**src/rtl/safe_pkg.sv**
```systemverilog
// Shared types and key codes for the digital-safe controller.
// State encoding is visible on the state output, so values are fixed.
package safe_pkg;

  typedef enum logic [2:0] {
    ST_LOCKED  = 3'd0,
    ST_ENTRY   = 3'd1,
    ST_CHECK   = 3'd2,
    ST_OPEN    = 3'd3,
    ST_PROG    = 3'd4,
    ST_LOCKOUT = 3'd5
  } state_t;

  localparam logic [3:0] KEY_STAR = 4'd10;
  localparam logic [3:0] KEY_HASH = 4'd11;

  function automatic logic key_is_digit(input logic [3:0] k);
    return (k < 4'd10);
  endfunction

endpackage

```
**src/rtl/safe_digit_buffer.sv**
```systemverilog
// Purpose: PW_LEN x BCD entry buffer with saturating counter and password compare.
// Latency: push/clear take effect at the next edge; match and full are combinational on registers.
// Backpressure: none; digits pushed while full are silently dropped.
module safe_digit_buffer #(
  parameter int PW_LEN = 6,
  localparam int CW = $clog2(PW_LEN + 1)
) (
  input  logic                  clk,
  input  logic                  reset,
  input  logic                  i_clr,
  input  logic                  i_push,
  input  logic [3:0]            i_digit,
  input  logic [4*PW_LEN-1:0]   i_pw,
  output logic [CW-1:0]         o_cnt_nxt,
  output logic                  o_full,
  output logic                  o_match,
  output logic [4*PW_LEN-1:0]   o_buf
);

  localparam logic [CW-1:0] C_FULL = CW'(PW_LEN);

  logic [4*PW_LEN-1:0] r_buf;
  logic [CW-1:0]       r_cnt;
  logic                w_take;

  assign o_full  = (r_cnt == C_FULL);
  assign w_take  = i_push && !o_full;
  assign o_match = o_full && (r_buf == i_pw);
  assign o_buf   = r_buf;

  always_comb begin
    o_cnt_nxt = r_cnt;
    if (i_clr) begin
      o_cnt_nxt = '0;
    end else if (w_take) begin
      o_cnt_nxt = r_cnt + CW'(1);
    end
  end

  // Digit 0 lands in the most-significant nibble to line up with the pw vector.
  always_ff @(posedge clk) begin
    if (reset || i_clr) begin
      r_buf <= '0;
      r_cnt <= '0;
    end else if (w_take) begin
      for (int i = 0; i < PW_LEN; i++) begin
        if (r_cnt == CW'(i)) begin
          r_buf[4*(PW_LEN-1-i) +: 4] <= i_digit;
        end
      end
      r_cnt <= r_cnt + CW'(1);
    end
  end

endmodule

```
**src/rtl/safe_lock_ctrl.sv**
```systemverilog
// Purpose: keypad-driven safe FSM with password check, reprogramming and failed-attempt lockout.
// Latency: all outputs registered; '#' at edge n shows CHECK after n and the verdict after n+1.
// Backpressure: none; key events not meaningful in the current state are dropped.
module safe_lock_ctrl
  import safe_pkg::*;
#(
  parameter int                  PW_LEN         = 6,
  parameter int                  MAX_FAIL       = 3,
  parameter int                  LOCKOUT_CYCLES = 1000,
  parameter logic [4*PW_LEN-1:0] DEFAULT_PW     = 24'h123456,
  localparam int                 FW             = $clog2(MAX_FAIL + 1)
) (
  input  logic              clk,
  input  logic              reset,
  input  logic              key_valid,
  input  logic [3:0]        key_code,
  input  logic              initialize,
  output logic [PW_LEN-1:0] digit_led,
  output logic [2:0]        state,
  output logic              unlocked,
  output logic              locked_out,
  output logic [FW-1:0]     fail_count
);

  localparam int            CW           = $clog2(PW_LEN + 1);
  localparam int            TW           = (LOCKOUT_CYCLES > 1) ? $clog2(LOCKOUT_CYCLES) : 1;
  localparam logic [FW-1:0] C_MAX_FAIL   = FW'(MAX_FAIL);
  localparam logic [TW-1:0] C_TIMER_LOAD = TW'(LOCKOUT_CYCLES - 1);

  state_t              r_state;
  logic [4*PW_LEN-1:0] r_pw;
  logic [FW-1:0]       r_fail;
  logic [TW-1:0]       r_timer;
  logic [PW_LEN-1:0]   r_digit_led;
  logic                r_unlocked;
  logic                r_locked_out;

  state_t              w_state_nxt;
  logic [FW-1:0]       w_fail_nxt;
  logic [FW-1:0]       w_fail_inc;
  logic [TW-1:0]       w_timer_nxt;
  logic                w_clr;
  logic                w_push;
  logic                w_pw_we;
  logic                w_star;
  logic                w_hash;
  logic                w_digit;
  logic [CW-1:0]       w_cnt_nxt;
  logic                w_full;
  logic                w_match;
  logic [4*PW_LEN-1:0] w_buf;
  logic [PW_LEN-1:0]   w_led_nxt;

  assign w_star     = key_valid && (key_code == KEY_STAR);
  assign w_hash     = key_valid && (key_code == KEY_HASH);
  assign w_digit    = key_valid && key_is_digit(key_code);
  assign w_fail_inc = r_fail + FW'(1);

  safe_digit_buffer #(
    .PW_LEN (PW_LEN)
  ) u_buf (
    .clk       (clk),
    .reset     (reset),
    .i_clr     (w_clr),
    .i_push    (w_push),
    .i_digit   (key_code),
    .i_pw      (r_pw),
    .o_cnt_nxt (w_cnt_nxt),
    .o_full    (w_full),
    .o_match   (w_match),
    .o_buf     (w_buf)
  );

  always_comb begin
    w_state_nxt = r_state;
    w_fail_nxt  = r_fail;
    w_timer_nxt = r_timer;
    w_clr       = 1'b0;
    w_push      = 1'b0;
    w_pw_we     = 1'b0;
    case (r_state)
      ST_LOCKED: begin
        if (w_star) begin
          w_clr       = 1'b1;
          w_state_nxt = ST_ENTRY;
        end
      end
      ST_ENTRY: begin
        if (w_star) begin
          w_clr = 1'b1;
        end else if (w_hash) begin
          w_state_nxt = ST_CHECK;
        end else if (w_digit) begin
          w_push = 1'b1;
        end
      end
      ST_CHECK: begin
        w_clr = 1'b1;
        if (w_match) begin
          w_fail_nxt  = '0;
          w_state_nxt = ST_OPEN;
        end else if (w_fail_inc != C_MAX_FAIL) begin
          w_fail_nxt  = w_fail_inc;
          w_state_nxt = ST_LOCKED;
        end else begin
          w_fail_nxt  = C_MAX_FAIL;
          w_timer_nxt = C_TIMER_LOAD;
          w_state_nxt = ST_LOCKOUT;
        end
      end
      ST_OPEN: begin
        if (w_star) begin
          w_state_nxt = ST_LOCKED;
        end else if (initialize) begin
          w_clr       = 1'b1;
          w_state_nxt = ST_PROG;
        end
      end
      ST_PROG: begin
        if (w_star) begin
          w_clr       = 1'b1;
          w_state_nxt = ST_OPEN;
        end else if (w_hash) begin
          w_clr = 1'b1;
          if (w_full) begin
            w_pw_we     = 1'b1;
            w_state_nxt = ST_LOCKED;
          end else begin
            w_state_nxt = ST_OPEN;
          end
        end else if (w_digit) begin
          w_push = 1'b1;
        end
      end
      ST_LOCKOUT: begin
        if (r_timer == '0) begin
          w_fail_nxt  = '0;
          w_state_nxt = ST_LOCKED;
        end else begin
          w_timer_nxt = r_timer - TW'(1);
        end
      end
      default: w_state_nxt = ST_LOCKED;
    endcase
  end

  // LED thermometer is built from the next count so it lines up with the registered state.
  always_comb begin
    w_led_nxt = '0;
    if ((w_state_nxt == ST_ENTRY) || (w_state_nxt == ST_PROG)) begin
      for (int i = 0; i < PW_LEN; i++) begin
        w_led_nxt[i] = (CW'(i) < w_cnt_nxt);
      end
    end
  end

  always_ff @(posedge clk) begin
    if (reset) begin
      r_state      <= ST_LOCKED;
      r_pw         <= DEFAULT_PW;
      r_fail       <= '0;
      r_timer      <= '0;
      r_digit_led  <= '0;
      r_unlocked   <= 1'b0;
      r_locked_out <= 1'b0;
    end else begin
      r_state      <= w_state_nxt;
      r_fail       <= w_fail_nxt;
      r_timer      <= w_timer_nxt;
      r_digit_led  <= w_led_nxt;
      r_unlocked   <= (w_state_nxt == ST_OPEN);
      r_locked_out <= (w_state_nxt == ST_LOCKOUT);
      if (w_pw_we) begin
        r_pw <= w_buf;
      end
    end
  end

  assign state      = r_state;
  assign digit_led  = r_digit_led;
  assign unlocked   = r_unlocked;
  assign locked_out = r_locked_out;
  assign fail_count = r_fail;

endmodule

```
**config.mk**
```make
export PLATFORM = sky130hd
export DESIGN_NAME = safe_lock_ctrl
export DESIGN_NICKNAME = d
export VERILOG_FILES = /design/src/rtl/safe_pkg.sv /design/src/rtl/safe_digit_buffer.sv /design/src/rtl/safe_lock_ctrl.sv
export SDC_FILE = /design/constraint.sdc
export NUM_CORES = 1
export LEC_CHECK = 0
export BUFFER_PORTS_ARGS = -buffer_cell sky130_fd_sc_hd__buf_2
export CORE_MARGIN = 2
export CORE_UTILIZATION = 35
export CTS_CLUSTER_SIZE = 30
export DETAILED_ROUTE_END_ITERATION = 10
export HOLD_SLACK_MARGIN = 0.02
export PLACE_DENSITY = 0.6
export SYNTH_ARGS = -nofsm -noshare
export SYNTH_HDL_FRONTEND = slang
export SYNTH_HIERARCHICAL = 1
export SYNTH_SLANG_ARGS = --single-unit
```
**constraint.sdc**
```tcl
create_clock -name clk -period 2 [get_ports clk]
set_input_delay 0.3 -clock clk [delete_from_list [all_inputs] [get_ports clk]]
set_output_delay 0.3 -clock clk [all_outputs]
set_load 0.03 [all_outputs]
```
After elaboration in Yosys (flattened, before gate mapping)
Cells that the tools add are included.
W data, S select, Z words.
Operators by class
  add/subtract/negate cells: 3
  magnitude comparators: 7
  eq/ne operators: 23
  muxes and demuxes: 36
  bitwise gates (word level): 1
  reductions and logical operators: 23
Operator list (count)
  $mux W3: 12
  $mux W10: 3
  $eq A24 B24 Y1: 1
  $eq A3 B3 Y1 const B: 7
  $pmux W10 S2: 1
  $pmux W3 S6: 1
  $eq A3 B2 Y1 const B: 5
  $reduce_and A2 Y1: 7
  $mux W1: 13
  $logic_not A10 Y1: 1
  $ne A2 B2 Y1 const B: 5
  $sub A10 B1 Y10 const B: 1
  $eq A3 B1 Y1 const B: 3
  $eq A4 B4 Y1 const B: 2
  $mux W2: 4
  $logic_not A3 Y1: 2
  $lt A1 B3 Y1 const A: 2
  $lt A2 B3 Y1 const A: 2
  $lt A3 B3 Y1 const A: 2
  $reduce_or A2 Y1: 3
  $logic_and A1 B1 Y1: 5
  $lt A4 B4 Y1 const B: 1
  $pmux W1 S4: 1
  $pmux W2 S2: 1
  other kinds (7): 8
Storage, ports and cells
  bits in registers: 74
  bits of input ports: 8
  output and inout port bits: 13
  logic and storage cells: 107

Logic depth before layout (Yosys ltp)
  word-level depth: 10
  gate-level depth with buffers: 11

By module
Netlist, hierarchy kept.
Modules (own cells, without submodules)
  safe_lock_ctrl: instances 1, cells each 242, area each 2004.4 um^2, seq. area each 940.9 um^2
  safe_digit_buffer: instances 1, cells each 142, area each 1352.5 um^2, seq. area each 540.5 um^2

Worst setup path after synthesis
OpenSTA, ideal clock, no wires.
  path type: flip-flop to flip-flop
  from: register r_state[1] (netlist: state[1])
  to: register u_buf.r_buf[12] (netlist: u_buf/o_buf[12])
  setup time: 0.117 ns
  arrival time: 1.928 ns
  data required time: 1.883 ns
  path slack: -0.045 ns
  stages on the path, launching flop included: 9
  path buffers: 3
  period minus slack after synthesis: 2.045 ns
  cell sequence: dfxtp_1 -> buf_2 -> nor2b_1 -> nor2_1 -> o22ai_1 -> or2_1 -> clkbuf_1 -> buf_2 -> nor2_1
On the way
  elaborated cells on any way between the ends: 12
  those cells by class: eq/ne: 4; mux: 2; reduce/logical: 6
RTL lines
  start, declared: RTL line safe_lock_ctrl.sv:30  | state_t r_state;
  start signal, assigned: RTL line safe_lock_ctrl.sv:167  | r_state <= w_state_nxt;
  $eq A3 B1 Y1 or $logic_not A3 Y1 (tied branches): RTL line safe_lock_ctrl.sv:81  | case (r_state)
  $reduce_or A2 Y1 (no line)
  $pmux W1 S4 *: RTL line safe_lock_ctrl.sv:81
  net w_clr: RTL line safe_lock_ctrl.sv:42  | logic w_clr;
  $logic_or A1 B1 Y1 *: RTL line safe_digit_buffer.sv:42  | if (reset || i_clr) begin
  end signal, assigned by index: RTL line safe_digit_buffer.sv:48  | r_buf[4*(PW_LEN-1-i) +: 4] <= i_digit;
  end, declared: RTL line safe_digit_buffer.sv:22  | logic [4*PW_LEN-1:0] r_buf;
The timed path passes the listed nets; every way through them passes the cells marked *.
A chain may end at the register's enable or synchronous reset.

Worst setup path after layout
  from: register u_buf.r_buf[8] (netlist: u_buf/o_buf[8])
  to: register r_digit_led[2] (netlist: digit_led[2])
On the way
  word-level cells in the longest chain between the ends: 8
  elaborated cells on any way between the ends: 9
  those cells by class: eq/ne: 3; mux: 2; bitwise: 1; reduce/logical: 3
Ends and longest elaborated chain
  $eq A24 B24 Y1 *: RTL line safe_digit_buffer.sv:28  | assign o_match = o_full && (r_buf == i_pw);
  $logic_and A1 B1 Y1 *: RTL line safe_digit_buffer.sv:28
  net w_match: RTL line safe_lock_ctrl.sv:50  | logic w_match;
  $mux W3 *: RTL line safe_lock_ctrl.sv:99  | if (w_match) begin
  $pmux W3 S6 *: RTL line safe_lock_ctrl.sv:81
  $eq A3 B1 Y1 or $eq A3 B3 Y1 (tied branches): RTL line safe_lock_ctrl.sv:150  | if ((w_state_nxt == ST_ENTRY) || (w_state_nxt == ST_PROG)) begin
  $logic_or A1 B1 Y1 *: RTL line safe_lock_ctrl.sv:150
  $not A1 Y1 (no line) *
  $reduce_or A2 Y1 (no line) *
  end signal, assigned: RTL line safe_lock_ctrl.sv:170  | r_digit_led <= w_led_nxt;
  end, declared: RTL line safe_lock_ctrl.sv:34  | logic [PW_LEN-1:0] r_digit_led;
Marked as above.

==> results by group <==
Run status
  – Outcome: finished with violations
  – Failing checks: setup timing

Floorplan
  – Chip width: 102 µm
  – DIE AREA: 10,400 µm²
  – I/O pins: 21
  – Core ar.: 9280 µm²
  – Die height: 102 µm
  – Cell Rows: 35
  – Starting Density: 36.2%

GRT
  – Global-route met1 utilization: 21.7%
  – Initial antenna violation count: 0
  – First-pass GRT wire length: 13.3 mm
  – Global Route Usage Sum: 16.5%
  – Vias in the first global route: 2,737
  – Largest net degree at the start of global routing: 28
  – Layer with the highest usage: met2
  – Grt met3 use: 4.24%
  – Met2 Use GR: 26.1%
  – Gr ovfl total: 0

Clocking
  – CTS tree: yes
  – Clock Path Buffers: 2
  – CTS Buf Count: 9
  – H-tree levels: 3
  – Clk slew on worst S/H paths: 0.08 ns
  – Sinks on Clock Net: 74
  – Worst skew pair latency: 0.35 ns
  – CTS root buf: clkbuf_8

Yosys
  – Synth top area cells: dfxtp_1 (44%), mux2i_1 (7.5%), nand2_1 (6.1%)
  – Top cells by count, synth: dfxtp_1 (74), nand2_1 (55), nor2_1 (54), a21oi_1 (28), mux2i_1 (25)
  – Post-Synthesis Cells: 384
  – Post-synth top area cell: dfxtp_1
  – Top-area cell type share of the netlist area: 44.1%
  – Syn nets: 399
  – Seq cells post-synth: 74
  – Synth Flop Type: dfxtp_1
  – Post-synth EDFFs: 0
  – Syn Area/Cell: 8.74 µm²
  – Async set-reset flop share out of synthesis: 0%
  – Yosys warns: 6
  – Post-Syn Area: 3360 µm²
  – Most frequent cell after synthesis: dfxtp_1
  – Post-synth cell types: 44
  – Seq/Total Area, Yosys: 44.1%

Route
  – Initial DRC count: 103
  – WL per Instance: 13.6 µm
  – Post-DRT Antenna Nets: 0
  – DR pass1 iterations: 4
  – Final wirelength: 7.79 mm
  – Vias: 2,770
  – Vias per std cell: 4.83
  – DRC Markers: 0

Final layout
  – Antenna diodes: 0
  – Final-layout fill cell count: 922
  – NumNets Final: 454
  – Post-layout util: 44.6%
  – Share of cells above drive strength 1: 22.5%
  – Layout area overhead: 23.4%

Placement
  – Port bufs: 20
  – Detailed Place HPWL: 5.38 mm
  – Routability cong.: 0.819

Flow run
  – Max cap viols: 0

Pwr
  – Maximum VDD drop: 0.349 mV
  – Lkg Pwr: 1.79 nW
  – Overall Power: 2.59 mW
  – Cell Pwr Density: 626 nW/µm²

Hold path
  – Hold WC Path Type: in2reg

Critical path
  – CP cell instances: xor2_1, nor4_2, nand4_1, nor4_4, nor2_2, a21oi_2, o311ai_4, buf_4, o2111ai_4, nor2_1
  – CP endpoint kind: flip-flop
  – Worst path slowest cell: dfxtp_2
  – Kind of critical path: reg2reg
  – Crit path required time: 2.23 ns
  – Max FO, Critical Path: 6
  – Largest stage delay, worst path: 0.33 ns
  – Reg2Reg Setup Slack: -0.06 ns
  – CP arrival: 2.29 ns
  – CP Launch Type: flip-flop

Timing
  – Final Hold Fails: 0
  – Final-report setup violation count: 9
  – Clk_skew: 0.00686 ns
  – Fmax: 485 MHz
  – Relative slew margins: 58.0%
  – Final setup margin: -0.0614 ns
  – Crit share post-route: 103%
  – Max-slew violations: 0
  – Worst Tran Pin Value: 0.627 ns
  – RSZ-0062 raised after global routing: true
  – Min Tclk post-route: 2.06 ns
## flip-flops by register name, indices dropped and copies added, names as in the netlist
signal,count
unlocked,1
digit_led,6
u_buf/o_buf,24
r_pw,24
fail_count,2
u_buf/r_cnt,3
r_timer,10
locked_out,1
state,3
## report_power, final
part / leakage, nW / internal [mW] / switching, mW
Combinational: 1.11 / 0.0330 / 0.0619
Sequential: 0.597 / 1.47 / 0.00122
Clock: 0.0851 / 0.478 / 0.547
Total: 1.79 / 1.98 / 0.610
## routing by layer
| layer | share of wire, % | wire, µm |
|---|---|---|
| met4 | 0.78 | 61 |
| met1 | 49 | 3820 |
| met3 | 4.1 | 323 |
| met5 | 0 | 0 |
| met2 | 46 | 3590 |
## cells in the final DEF (no fill, tap or decap), drive strengths merged, types with 3 or more instances in the layout
| master | Yosys | final |
|---|---|---|
| nand2 | 55 | 55 |
| nor2 | 54 | 54 |
| dfxtp | 74 | 74 |
| nor4 | 5 | 5 |
| nand2b | 5 | 5 |
| a21oi | 28 | 28 |
| ha | 7 | 7 |
| nand3 | 12 | 12 |
| nand4 | 4 | 4 |
| nand3b | 11 | 11 |
| clkinv | 0 | 3 |
| xnor2 | 12 | 12 |
| xor2 | 21 | 21 |
| nor3 | 7 | 7 |
| nor2b | 5 | 5 |
| inv | 12 | 12 |
| buf | 9 | 61 |
| o21ai | 3 | 3 |
| mux2i | 25 | 25 |
| clkbuf | 8 | 11 |
## per-stage QoR
step / setup WS, ns / cells / setup TNS, ns / area, µm² / hold slack (ns)
global route: -0.181 / 573 / -1.96 / 4140 / 0.281
CTS: -0.159 / 573 / -1.59 / 4090 / 0.255
global placement: -0.226 / 557 / -3.20 / 3880 / 0.453
floorplan: 0.00502 / 384 / 0 / 3360 / 0.372
detailed placement: -0.244 / 557 / -3.32 / 3880 / 0.461
finish: -0.0614 / 573 / -0.380 / 4140 / 0.288
## logic make-up (layout without fill, tap and decap cells)
kind of cell	after synthesis	after routing	share of synthesized area [%]
adders and majority gates	7	7	2.61
buffers and inverters	29	89	3.58
xor gates and xnor gates	33	33	8.61
and+or+nand+nor	169	169	24.2
DFF	74	74	44.1
AOI/OAI and AO/OA	47	47	9.43
muxes	25	25	7.45
## critical path: cells and delay by family (launching register included)
kind	cells	cell delay, ns
compound gates	3	0.37
simple gates	5	0.91
flops	1	0.33
xor+xnor	1	0.17
buf+inv	1	0.16
## final timing paths
path                  start  cells past startpoint        endpoint
max          u_buf/o_buf[8]                     10    digit_led[2]
min             key_code[3]                      3  u_buf/o_buf[3]
max reg2reg  u_buf/o_buf[8]                     10    digit_led[2]
min reg2reg        r_pw[19]                      2        r_pw[19]
## final cells by class
class	instances	area (µm²)	share of cell area, %
clock buffer	11	141	3.41
sequential	74	1480	35.8
tap	129	161	3.89
inverter	12	45.0	1.09
clock inverter	5	30.0	0.725
timing repair buffer	61	437	10.5
multi-input combinational	281	1850	44.5
## what timing repair did
action / 4_1_cts / 5_1_grt
gates resized for setup: 9 / 10
pin swaps: 8 / 5
endpoints found under the setup margin: 23 / 23
buffers inserted: 1 / 0
hold buffers: 0 / 0
(Power assumes the default switching activity.)
